<file path="config.mk">
export PLATFORM = sky130hd
export DESIGN_NAME = nibble_serial_addsub_ctrl
export DESIGN_NICKNAME = d
export VERILOG_FILES = /design/src/rtl/addsub_pkg.sv /design/src/rtl/addsub4.sv /design/src/rtl/nibble_serial_addsub_ctrl.sv
export SDC_FILE = /design/constraint.sdc
export NUM_CORES = 1
export LEC_CHECK = 0
export BUFFER_PORTS_ARGS = -buffer_cell sky130_fd_sc_hd__buf_2
export CAP_MARGIN = 20
export CORE_MARGIN = 4
export CORE_UTILIZATION = 50
export CTS_CLUSTER_DIAMETER = 50
export CTS_CLUSTER_SIZE = 24
export DETAILED_ROUTE_END_ITERATION = 6
export PLACE_DENSITY = 0.74
export SLEW_MARGIN = 10
export SYNTH_ARGS = -nofsm -noshare
export SYNTH_HDL_FRONTEND = slang
export SYNTH_SLANG_ARGS = --single-unit
export TNS_END_PERCENT = 30
</file>
<file path="constraint.sdc">
create_clock -name clk -period 5.75 [get_ports clk]
set_input_delay 0.8625 -clock clk [delete_from_list [all_inputs] [get_ports clk]]
set_output_delay 0.8625 -clock clk [all_outputs]
set_load 0.01 [all_outputs]
</file>
<file path="src/rtl/addsub_pkg.sv">
// rtl/addsub_pkg.sv - shared FSM encoding and slice width for the nibble-serial add/sub
package addsub_pkg;

  // Width of one datapath slice; the shared adder is always this wide.
  localparam int SLICE_W = 4;

  // Controller states: waiting, stepping through slices, reporting completion.
  typedef enum logic [1:0] {
    ST_IDLE = 2'd0,
    ST_RUN  = 2'd1,
    ST_DONE = 2'd2
  } state_t;

endpackage

</file>
<file path="src/rtl/addsub4.sv">
// rtl/addsub4.sv - 4-bit ripple adder exposing the carry into its top bit
module addsub4
  import addsub_pkg::*;
(
  input  logic [SLICE_W-1:0] a,
  input  logic [SLICE_W-1:0] b,
  input  logic               cin,
  output logic [SLICE_W-1:0] s,
  output logic               cout,
  output logic               c3
);

  logic [SLICE_W-2:0] lo_sum;
  logic               hi_sum;

  // Split at bit 3 so the carry into the MSB is available for overflow detection.
  always_comb begin
    {c3, lo_sum} = {1'b0, a[SLICE_W-2:0]} + {1'b0, b[SLICE_W-2:0]} + {{(SLICE_W-1){1'b0}}, cin};
    {cout, hi_sum} = {1'b0, a[SLICE_W-1]} + {1'b0, b[SLICE_W-1]} + {1'b0, c3};
    s = {hi_sum, lo_sum};
  end

endmodule

</file>
<file path="src/rtl/nibble_serial_addsub_ctrl.sv">
// rtl/nibble_serial_addsub_ctrl.sv - nibble-serial adder/subtractor with IDLE/RUN/DONE control
module nibble_serial_addsub_ctrl
  import addsub_pkg::*;
#(
  parameter  int NIBBLES = 4,
  localparam int W       = SLICE_W * NIBBLES
) (
  input  logic         clk,
  input  logic         rst_n,
  input  logic         start,
  input  logic         op_sub,
  input  logic [W-1:0] a,
  input  logic [W-1:0] b,
  output logic         busy,
  output logic         done,
  output logic [W-1:0] result,
  output logic         cout,
  output logic         ovf
);

  localparam int IW = (NIBBLES > 1) ? $clog2(NIBBLES) : 1;

  state_t          state_q, state_d;
  logic [W-1:0]    a_q, a_d;
  logic [W-1:0]    b_q, b_d;       // B already inverted for subtraction
  logic            sub_q, sub_d;
  logic            carry_q, carry_d;
  logic [IW-1:0]   idx_q, idx_d;
  logic [W-1:0]    result_q, result_d;
  logic            ovf_q, ovf_d;

  logic [SLICE_W-1:0] sl_a, sl_b, sl_s;
  logic               sl_cin, sl_cout, sl_c3;
  logic               last_slice;

  // Select the current slice of both operands for the shared adder.
  always_comb begin
    sl_a       = a_q[idx_q*SLICE_W +: SLICE_W];
    sl_b       = b_q[idx_q*SLICE_W +: SLICE_W];
    // Slice 0 takes the latched operation as carry-in (the +1 of two's-complement negate).
    sl_cin     = (idx_q == '0) ? sub_q : carry_q;
    last_slice = (idx_q == IW'(NIBBLES - 1));
  end

  addsub4 u_addsub4 (
    .a    (sl_a),
    .b    (sl_b),
    .cin  (sl_cin),
    .s    (sl_s),
    .cout (sl_cout),
    .c3   (sl_c3)
  );

  // State register and datapath registers, cleared immediately on reset.
  always_ff @(posedge clk or negedge rst_n) begin
    if (!rst_n) begin
      state_q  <= ST_IDLE;
      a_q      <= '0;
      b_q      <= '0;
      sub_q    <= 1'b0;
      carry_q  <= 1'b0;
      idx_q    <= '0;
      result_q <= '0;
      ovf_q    <= 1'b0;
    end else begin
      state_q  <= state_d;
      a_q      <= a_d;
      b_q      <= b_d;
      sub_q    <= sub_d;
      carry_q  <= carry_d;
      idx_q    <= idx_d;
      result_q <= result_d;
      ovf_q    <= ovf_d;
    end
  end

  // Next-state and datapath update: accept in IDLE/DONE, one slice per RUN cycle.
  always_comb begin
    state_d  = state_q;
    a_d      = a_q;
    b_d      = b_q;
    sub_d    = sub_q;
    carry_d  = carry_q;
    idx_d    = idx_q;
    result_d = result_q;
    ovf_d    = ovf_q;
    unique case (state_q)
      ST_IDLE, ST_DONE: begin
        if (start) begin
          a_d     = a;
          b_d     = b ^ {W{op_sub}};
          sub_d   = op_sub;
          carry_d = op_sub;
          idx_d   = '0;
          state_d = ST_RUN;
        end else begin
          state_d = ST_IDLE;
        end
      end
      ST_RUN: begin
        result_d[idx_q*SLICE_W +: SLICE_W] = sl_s;
        carry_d = sl_cout;
        idx_d   = idx_q + 1'b1;
        if (last_slice) begin
          ovf_d   = sl_c3 ^ sl_cout;
          state_d = ST_DONE;
        end
      end
      default: state_d = ST_IDLE;
    endcase
  end

  // Status and results come straight from registers so reset clears them at once.
  always_comb begin
    busy   = (state_q == ST_RUN);
    done   = (state_q == ST_DONE);
    result = result_q;
    cout   = carry_q;
    ovf    = ovf_q;
  end

endmodule

</file>
**Word-level counts from Yosys, hierarchy flattened**

Index checks and enable logic that the tools add are counted.

- Flip-flop bits (word level): 55
- Output and inout port bits: 20
- Word-level logic and storage cells: 41

- $add $sub $neg: 6
- Equal/unequal tests: 5
- Shifts and indexed selects: 4
- Multiplexer cells: 9
- Bitwise gates (word level): 2
- Reductions and logical operators: 7

Operator list:

| kind | number |
|---|---|
| $neg A4 Y34 | 1 |
| $shift A4 B34 Y16 const A | 1 |
| $shiftx A4 B34 Y16 | 1 |
| $shiftx A16 B5 Y4 | 2 |
| $bwmux W16 | 1 |
| $xor A16 B16 Y16 | 1 |
| $pmux W2 S2 | 2 |
| $reduce_and A2 Y1 | 3 |
| $add A3 B3 Y4 | 1 |
| $add A4 B1 Y4 | 1 |
| $eq A2 B2 Y1 const B | 2 |
| $logic_not A2 Y1 | 2 |
| $mux W2 | 2 |
| $mux W1 | 3 |
| $add A1 B1 Y2 | 1 |
| $add A2 B1 Y2 | 1 |
| $add A2 B1 Y2 const B | 1 |
| $eq A2 B1 Y1 const B | 1 |
| $ne A2 B1 Y1 const B | 1 |
| $ne A2 B2 Y1 const B | 1 |
| $pmux W1 S2 | 1 |
| $reduce_bool A2 Y1 | 1 |
| $reduce_or A2 Y1 | 1 |
| $xor A1 B1 Y1 | 1 |

**Logic depth before layout (Yosys ltp)**

- Word-level depth: 6
- Depth in mapped cells: 11

**By module**

A second synthesis with hierarchy kept.

- Cells, all modules: 263
- Area total of the unflattened synthesis: 2793.9 um^2

Modules (own cells, without submodules):

| module | times used | cells each | area an instance (um^2) | sequential area each (um^2) |
|---|---|---|---|---|
| nibble_serial_addsub_ctrl | 1 | 242 | 2637.5 | 1376.3 |
| addsub4 | 1 | 21 | 156.4 | 0.0 |

**Least setup slack after synthesis**

OpenSTA, ideal clock, no wires.

- Kind: register -> register
- Start: register idx_q[0]
- End: register ovf_q, in the netlist ovf
- Setup time: 0.082 ns
- Data arrival time: 2.898 ns
- Data required time: 5.668 ns
- Slack: 2.770 ns
- Stages on the path, launching flop included: 12
- Cell sequence: dfrtp_1 buf_2 buf_2 inv_1 ha_1 mux2i_1 fa_1 and3b_1 nor2_1 fa_1 or3_1 a31oi_1

- Cells in the longest elaborated chain, start to end: 5

Ends and longest elaborated chain:

| item | RTL line | source |
|---|---|---|
| start: declaration | nibble_serial_addsub_ctrl.sv:28 | `logic [IW-1:0] idx_q, idx_d;` |
| start signal: assignment | nibble_serial_addsub_ctrl.sv:71 | `idx_q <= idx_d;` |
| $shiftx A16 B5 Y4 (tied with other cells) | nibble_serial_addsub_ctrl.sv:38 | `sl_a = a_q[idx_q*SLICE_W +: SLICE_W];` |
| $add A3 B3 Y4 or $mux W1 (tied branches) | addsub4.sv:18, nibble_serial_addsub_ctrl.sv:41 |  |
| $add A4 B1 Y4 | addsub4.sv:18 | `{c3, lo_sum} = {1'b0, a[SLICE_W-2:0]} + {1'b0, b[SLICE_W-2:0]} + {{(SLICE_W-1){1'b0}}, cin};` |
| $add A2 B1 Y2 | addsub4.sv:19 | `{cout, hi_sum} = {1'b0, a[SLICE_W-1]} + {1'b0, b[SLICE_W-1]} + {1'b0, c3};` |
| $xor A1 B1 Y1 | nibble_serial_addsub_ctrl.sv:105 | `ovf_d = sl_c3 ^ sl_cout;` |
| end signal: assignment | nibble_serial_addsub_ctrl.sv:73 | `ovf_q <= ovf_d;` |
| end: declaration | nibble_serial_addsub_ctrl.sv:30 | `logic ovf_q, ovf_d;` |

Parallel ways exist; a longest one is shown, timed or not.
A chain may end at the register's enable or synchronous reset.

**Worst setup path in the final report**

Same ends and word-level chain as after synthesis.

==> impl_metrics.tcl <==
set metrics [dict create \
    grt_pass1_wl_mm 8.49 \
    cts-root-buf "clkbuf_8" \
    cpPeakStageDelay_ps 830 \
    dieHeight_um 80.6 \
    end_kind "register" \
    die_area_um2 6500 \
    totalPowerFinal_mw 1.76 \
    finalSetupTns_ps 0 \
    grt_pass1_vias 1804 \
    htreeDepth 2 \
    post-place-ws_ps 2470 \
    multi_input_area_um2 1160 \
    max_slew_margin_pct 51.2 \
    viasPerCell 4.95 \
    regArea_um2 1380 \
    syn_area_um2 2640 \
    cp_cell_sequence "inv_1 > ha_1 > mux2i_1 > fa_1 > and3b_1 > nor2_1 > fa_1 > or3_1 > a31oi_1" \
    drive_gt1_share_pct 26.0 \
    min-delay-path-class "register to register" \
    drv_slew 0 \
    track_usage_pct 17.1 \
    grt_overflow 0 \
    p_per_area_nw_per_um2 574 \
    post-route-util_pct 60.1 \
    vdd_drop_max_mv 0.321 \
    ctsHoldBuffers 0 \
    fill_cells 444 \
    worstPathArrival_ps 3490 \
    fin_cells 370 \
    pin_count 56 \
    leakage_nw 1.53 \
    crit_path_top_delay_cell "dfrtp_1" \
    cp_common_cell "fa_1" \
    cp-start-kind "register" \
    ys_ff_latch 55 \
    vias 1830 \
    post_cts_buffers 0 \
    skew_ps 6.69 \
    syn_area_per_cell_um2 10.6 \
    routedWlPerCell_um 13.4 \
    clk_pin_slew_ps 90 \
    cp.required_ps 5980 \
    yosysWarnings 0 \
    crit_buf_inv 1 \
    gp_congestion 0.789 \
    place_area_um2 2950 \
    hpwl_mm 3.63 \
    finalHoldViolCount 0 \
    antenna_found_initial 0 \
    syn_to_final_growth_pct 16.4 \
    drtAntennaViolNets 0 \
    dpl.cell_count 362 \
    outcome "finished, final reports clean" \
    cts.sinks 55 \
    fin_crit_ps 3260 \
    io_buffers 55 \
    core_um2 5110 \
    cts_tree "done" \
    worst-slew-pin-transition_ps 733 \
    cts_made_buffers 5 \
    grt_max_degree 56 \
    syn-num-nets 295 \
    critical_path_class "register to register" \
    dr.pass1.iters 4 \
    fin_nets 346 \
    seq_area_frac_synth_pct 52.2 \
    start_util_pct 51.7 \
    layout_setup_ws_ps 2490 \
    clk_latency_ps 300 \
    design_area_um2 3070 \
    cts-resized-gates 0 \
    clock.fmax_ghz 0.307 \
    drv_cap 0 \
    drt_iter0_drc 126 \
    num_rows 26 \
    synth_cell_type_count 31 \
    max-clock-path-buffers 2 \
    crit_fanout 17 \
    syn_inst 248 \
    diodes 0 \
    setup_violations 0 \
    grt_setup_unrepaired "false" \
    cp_top_family "adder cells" \
    route.detailed.drc 0 \
    period_share_pct 56.7 \
    die_w_um 80.6 \
    drt-total-wl_mm 4.96 \
    whs_ps 480 \
]
==> worst reg2reg max path, cell delays in order, from the launching register on <==
cell     delay (ps)
dfrtp_1         830
inv_1           230
ha_1            320
mux2i_1         150
fa_1            400
and3b_1         260
nor2_1           70
fa_1            410
or3_1           370
a31oi_1         150
==> area by class of cell <==
class / instances / area share [%]
Clock buffer: 6 / 2.69
Tap cell: 70 / 2.85
Clock inverter: 2 / 1.14
Sequential cell: 55 / 44.8
Inverter: 9 / 1.10
Timing Repair Buffer: 57 / 9.45
Multi-Input combinational cell: 171 / 37.9
==> state kept, by name, indices dropped and copies added (netlist names) <==
register,count
ovf,1
state_q,2
a_q,16
idx_q,2
result,16
cout,1
b_q,16
sub_q,1
==> layer usage <==
| metal | GRT usage [%] | vias to the layer above | routed length [um] |
|---|---|---|---|
| met3 | 3.92 | 4 | 241 |
| met5 | 0 | - | 0 |
| li1 | - | 936 | - |
| met2 | 27.8 | 37 | 2330 |
| met1 | 23.2 | 853 | 2360 |
| met4 | 4.56 | 0 | 30 |
==> cells in the mapped netlist <==
| library cell | instances | area share [%] |
|---|---|---|
| a21o_1 | 1 | 0.28 |
| nand2_1 | 77 | 11 |
| a31oi_1 | 1 | 0.24 |
| nand3b_1 | 1 | 0.28 |
| nand4_1 | 1 | 0.24 |
| nand2b_2 | 1 | 0.33 |
| xor2_1 | 1 | 0.33 |
| nand3_1 | 4 | 0.76 |
| o211ai_1 | 1 | 0.28 |
| mux4_2 | 8 | 6.8 |
| o21ai_0 | 22 | 4.2 |
| xnor2_1 | 16 | 5.3 |
| nor2_1 | 3 | 0.43 |
| and3b_2 | 1 | 0.38 |
| o2bb2ai_1 | 12 | 4.0 |
| inv_1 | 9 | 1.3 |
| and4bb_2 | 1 | 0.47 |
| and2b_1 | 1 | 0.28 |
| and2b_2 | 1 | 0.33 |
| or4_4 | 1 | 0.43 |
| ha_1 | 8 | 3.8 |
| buf_2 | 9 | 1.7 |
| dfrtp_1 | 55 | 52 |
| nand2b_1 | 1 | 0.24 |
| mux2i_1 | 1 | 0.38 |
| or3_1 | 1 | 0.24 |
| o31ai_1 | 2 | 0.57 |
| fa_1 | 3 | 2.3 |
| clkbuf_1 | 3 | 0.43 |
| buf_4 | 1 | 0.28 |
| and3b_1 | 1 | 0.33 |
==> kinds of logic (layout without fill, tap and decap cells) <==
logic type / after synthesis / after routing / share of synthesized area, %
buf+inv: 22 / 74 / 3.70
mux: 9 / 9 / 7.21
xor+xnor: 17 / 17 / 5.64
simple gates: 95 / 95 / 15.7
fa+ha+maj: 11 / 11 / 6.07
compound gates: 39 / 39 / 9.53
flops: 55 / 55 / 52.2
==> power breakdown <==
group          switching [mW]  total (mW)  leakage (nW)  internal (mW)
clock network           0.120       0.261        0.0612          0.141
registers               0.125       0.673         0.701          0.548
logic                   0.466       0.829         0.772          0.362
==> final timing paths <==
check / cells after the start / end / slack, ps / start
hold reg to reg: 2 / b_q[12] / 480 / b_q[12]
min in group asynchronous: 2 / a_q[3] / 680 / rst_n
setup reg to reg: 9 / ovf / 2490 / idx_q[0]
setup / recovery: 9 / ovf / 2490 / idx_q[0]
hold / removal: 2 / b_q[12] / 480 / b_q[12]
max in group asynchronous: 2 / b_q[10] / 4630 / rst_n
==> placed cells by master (no fill, tap or decap), drive strengths merged, types with 2 or more instances in the layout <==
cell	netlist	final
clkbuf	3	6
and3b	2	2
xnor2	16	16
nand3	4	4
o31ai	2	2
dfrtp	55	55
and2b	2	2
nor2	3	3
buf	10	57
mux4	8	8
fa	3	3
ha	8	8
nand2b	2	2
nand2	77	77
o21ai	22	22
inv	9	9
o2bb2ai	12	12
No activity file was read; power rests on OpenSTA's default activity.
